==> src/rtl/mux_rr_arbiter.sv <==
// Round-robin grant/select controller for the 8:1 mux; grant one cycle after request, held until done, req drop or MAX_HOLD.
// No backpressure: each grant ends with a RELEASE cycle and an IDLE cycle before the next grant.
module mux_rr_arbiter #(
  parameter int N        = 8,
  parameter int SELW     = 3,
  parameter int MAX_HOLD = 16
) (
  input  logic            clk,
  input  logic            rst,
  input  logic [N-1:0]    req,
  input  logic            done,
  output logic [N-1:0]    gnt,
  output logic [SELW-1:0] sel,
  output logic            gnt_valid,
  output logic            timeout
);

  typedef enum logic [1:0] {IDLE, BUSY, RELEASE} state_t;

  localparam logic [N-1:0] ONE     = N'(1);
  localparam logic [7:0]   HOLDMAX = 8'(MAX_HOLD);

  state_t          state;
  logic [SELW-1:0] ptr;
  logic [7:0]      cnt;
  logic [SELW-1:0] win;
  logic [SELW-1:0] idx;
  logic            release_now;

  // Scan from the highest offset down so the requester closest to ptr wins last.
  always_comb begin
    win = '0;
    idx = '0;
    for (int i = N - 1; i >= 0; i--) begin
      idx = ptr + SELW'(i);
      if (req[idx]) win = idx;
    end
  end

  assign release_now = done || !req[sel];

  always_ff @(posedge clk or posedge rst) begin
    if (rst) begin
      state     <= IDLE;
      gnt       <= '0;
      sel       <= '0;
      gnt_valid <= 1'b0;
      timeout   <= 1'b0;
      ptr       <= '0;
      cnt       <= '0;
    end else begin
      timeout <= 1'b0;
      case (state)
        IDLE: begin
          if (|req) begin
            gnt       <= ONE << win;
            sel       <= win;
            gnt_valid <= 1'b1;
            cnt       <= 8'd1;
            state     <= BUSY;
          end
        end
        BUSY: begin
          if (release_now || cnt == HOLDMAX) begin
            // done wins over expiry, so timeout flags only a genuine revocation.
            timeout   <= !release_now;
            gnt       <= '0;
            gnt_valid <= 1'b0;
            ptr       <= sel + SELW'(1);
            cnt       <= '0;
            state     <= RELEASE;
          end else begin
            cnt <= cnt + 8'd1;
          end
        end
        RELEASE: state <= IDLE;
        default: state <= IDLE;
      endcase
    end
  end

endmodule

==> config.mk <==
export PLATFORM = sky130hd
export DESIGN_NAME = mux_rr_arbiter
export DESIGN_NICKNAME = d
export VERILOG_FILES = /design/src/rtl/mux_rr_arbiter.sv
export SDC_FILE = /design/constraint.sdc
export NUM_CORES = 1
export LEC_CHECK = 0
export ABC_AREA = 0
export BUFFER_PORTS_ARGS = -buffer_cell sky130_fd_sc_hd__buf_2
export CORE_MARGIN = 8
export CORE_UTILIZATION = 35
export DETAILED_ROUTE_END_ITERATION = 7
export PLACE_DENSITY = 0.54
export SLEW_MARGIN = 10
export SYNTH_ARGS = -nofsm -noshare
export SYNTH_HDL_FRONTEND = slang
export SYNTH_SLANG_ARGS = --single-unit
==> constraint.sdc <==
create_clock -name clk -period 4.57 [get_ports clk]
set_clock_uncertainty 0.1 [all_clocks]
set_input_delay 1.371 -clock clk [delete_from_list [all_inputs] [get_ports clk]]
set_output_delay 1.371 -clock clk [all_outputs]
set_load 0.03 [all_outputs]
==> metrics.csv <==
stage;metric;value;unit
detailed_routing;ant_nets;0;
floorplanning;die_x;97.4;um
global_route;antenna_found_initial;0;
global_route;grt_pass1_vias;1712;
sta;period_minus_slack;3340;ps
clock_tree;cts_hold_buf;0;
pwr;internal_power;1.03;mW
clock_tree;clockBufferDepth;2;
detailed_routing;drcViolationCount;0;
worst_setup_path;cp_data_arrival_time;3390;ps
logic_synthesis;ys_ff_latch;26;
clock_tree;cts_root_buf;clkbuf_8;
cells_and_area;n_fill_cell;641;
global_route;grt_max_degree;27;
detailed_routing;dr_total_vias;1826;
global_route;grt_pass1_wl;8860;um
detailed_routing;wl_per_cell;16.3;um
place;place_congestion;0.781;
cells_and_area;syn2layout_area_growth;5.72;%
clock_tree;cts_buffers;3;
sta;slew_violations;0;
sta;fin_crit_sh;73.2;%
logic_synthesis;synth-edff-count;0;
pwr;clockPowerShare;9.3;%
run;cap_violations;0;
clock_tree;post-cts-setup-buffers;0;
cells_and_area;nets;261;
logic_synthesis;ys_seq_area_share;28.1;%
floorplanning;ioPinCount;24;
sta;fin_tns_setup;0;ps
worst_setup_path;crit_slowest_cell;ha_1;
detailed_routing;first_pass_iters;4;
sta;rsz0062_at_grt;false;
worst_setup_path;worst-setup-path-type;reg2reg;
floorplanning;placementRows;29;
pwr;p_sw_share;49.8;%
logic_synthesis;syn_avg_cell_area;10.1;um2
detailed_routing;drtIter0Drc;125;
global_route;grtUsageTotal;10.9;%
worst_setup_path;cp_max_fo;16;
floorplanning;design.core.area;6390;um2
clock_tree;cts_resized;0;
pwr;power.leakage;1.06;nW
floorplanning;start_util;36.3;%
logic_synthesis;synthesis.area;2320;um2
pwr;powerDensity;835;nW/um2
sta;worst_slew_margin_rel;34.9;%
sta;fin_ws;1230;ps
detailed_routing;viasPerCell;5.69;
logic_synthesis;yosysUniqueCellTypes;52;
pwr;p_seq_share;18.8;%
clock_tree;cts.sinks;26;
clock_tree;clock_latency;270;ps
worst_setup_path;crit_path_frequent_cell;o31ai_1;
worst_setup_path;slowest_delay;680;ps
logic_synthesis;netlist_instances;229;
cells_and_area;layout-drive-gt1-share;20.1;%
clock_tree;cts_tree;done;
pwr;power_switching;1.02;mW
pwr;peakVddDrop;0.289;mV
detailed_routing;totalWireLength;5240;um
global_route;grt-ovfl-total;0;
sta;finalHoldViolations;0;
pwr;combPwrFrac;71.9;%
cells_and_area;antenna_cells;0;
logic_synthesis;synth_ff_type;dfrtp_1;
clock_tree;cts_max_level;1;
worst_setup_path;worstPathCellList;buf_4 -> inv_1 -> ha_1 -> mux2i_1 -> mux4_2 -> o31ai_1 -> o2111a_1 -> a211oi_1 -> o31ai_1;
worst_setup_path;crit_path_end_kind;register;
logic_synthesis;async_flop_share;100;%
sta;max_freq;299;MHz
logic_synthesis;synth_fp_nets;245;
sta;setup_viol_count_final;0;
logic_synthesis;yosys_warnings;0;
place;portBuffers;23;
run_status;status;complete, no violations;
clock_tree;cts.clk_slew.worst_paths;90;ps
floorplanning;dieHeight;97.4;um
worst_setup_path;crit_required;4610;ps
sta;worst_pin_slew;975;ps
min_path;holdCritPathClass;reg2reg;
place;hpwl;4060;um
place;pre_cts_ws;976;ps
floorplanning;die-area;9480;um2
worst_setup_path;startpoint_type;register;
Yosys cell counts, drive strengths merged (2+ instances only):
library cell | number | share of area [%]
a211o | 3 | 1.2
a211oi | 3 | 0.97
a21oi | 2 | 0.43
a31oi | 4 | 1.1
and3 | 2 | 0.54
buf | 9 | 4.5
clkbuf | 5 | 2.5
dfrtp | 26 | 28
ha | 5 | 2.7
inv | 9 | 1.5
mux2 | 5 | 2.4
mux2i | 16 | 8.0
mux4 | 15 | 16
nand2 | 35 | 5.7
nand2b | 4 | 1.1
nand3 | 8 | 1.7
nor2 | 13 | 2.1
nor2b | 4 | 1.1
nor4 | 2 | 0.54
o211ai | 2 | 0.65
o21ai | 16 | 3.5
o31ai | 10 | 3.2
xnor2 | 6 | 2.3
xor2 | 3 | 1.1
final timing paths:
path                       startpoint         to  slack, ps  cells after the start
setup reg to reg               ptr[1]     gnt[0]       1230                      9
max in group asynchronous         rst    timeout       2560                      2
setup / recovery               ptr[1]     gnt[0]       1230                      9
min in group asynchronous         rst  gnt_valid       1210                      2
hold reg to reg                gnt[2]     gnt[2]        380                      2
hold / removal                 gnt[2]     gnt[2]        380                      2
layer usage:
layer	vias to the layer above	global-route usage (%)	wire (um)
met5	-	0	0
met4	0	2.56	78
met3	8	2.28	209
met2	41	16.3	2280
met1	884	15.5	2670
li1	893	-	-
final cells by class:
cell class                      count  area [um2]  share of cell area [%]
Clock buffer                        3        41.3                    1.68
Clock inverter                      1        30.0                    1.23
Inverter                            9        33.8                    1.38
Multi-Input combinational cell    179        1460                    59.6
Sequential cell                    26         651                    26.5
Tap cell                           77        96.3                    3.93
Timing Repair Buffer               26         138                    5.62
flip-flops by register name, indices dropped and copies added (netlist names):
| register | cells |
|---|---|
| cnt | 8 |
| gnt | 8 |
| ptr | 3 |
| sel | 3 |
| state | 2 |
| gnt_valid | 1 |
| timeout | 1 |
logic make-up (layout without fill, tap and decap cells):
group / Yosys count / after routing / synth area share (%)
muxes: 36 / 36 / 26.0
xor gates and xnor gates: 9 / 9 / 3.40
buffers and inverters: 24 / 39 / 8.90
and+or+nand+nor: 76 / 76 / 15.1
AOI/OAI and AO/OA: 53 / 53 / 15.9
DFF: 26 / 26 / 28.1
adders and majority gates: 5 / 5 / 2.70
worst max-delay path, delay by kind of cell, from the launching register on:
kind / cells / cell delay (ps)
AOI/OAI and AO/OA: 4 / 980
adders and majority gates: 1 / 680
muxes: 2 / 720
buffers and inverters: 2 / 390
DFF: 1 / 340
placed cells by master (no fill, tap or decap), types with 2 or more instances in the layout:
cell,n
inv_1,9
xnor2_1,6
and3_1,2
nand2_1,35
nand3_1,8
mux2i_4,2
xor2_1,3
buf_4,3
o211ai_1,2
mux2_2,5
dfrtp_1,26
a21oi_1,2
nand2b_1,4
a31oi_1,4
a211oi_1,3
nor2_1,13
mux2i_1,14
buf_2,23
o31ai_1,10
a211o_1,2
ha_1,5
o21ai_0,16
nor2b_1,4
mux4_2,9
nor4_1,2
clkbuf_8,3
mux4_1,6
power groups by stage:
stage / sequential [mW] / clock [mW] / combinational [mW]
after detailed placement: 0.389 / 0 / 1.47
after CTS: 0.385 / 0.194 / 1.47
after global placement: 0.388 / 0 / 1.47
after global routing: 0.398 / 0.206 / 1.62
after floorplan: 0.427 / 0 / 1.23
final: 0.385 / 0.190 / 1.47
through the flow:
step / util [%] / instance area (um2) / power (mW) / instances / hold WS, ps
floorplan: - / 2320 / 1.66 / 229 / 400
global placement: 37.3 / 2380 / 1.85 / 317 / 359
detailed placement: 37.3 / 2380 / 1.86 / 317 / 363
CTS: 38.4 / 2450 / 2.05 / 321 / 386
global route: 38.4 / 2450 / 2.22 / 321 / 415
finish: 38.4 / 2450 / 2.05 / 321 / 378
Power figures use the tool's default switching activity.
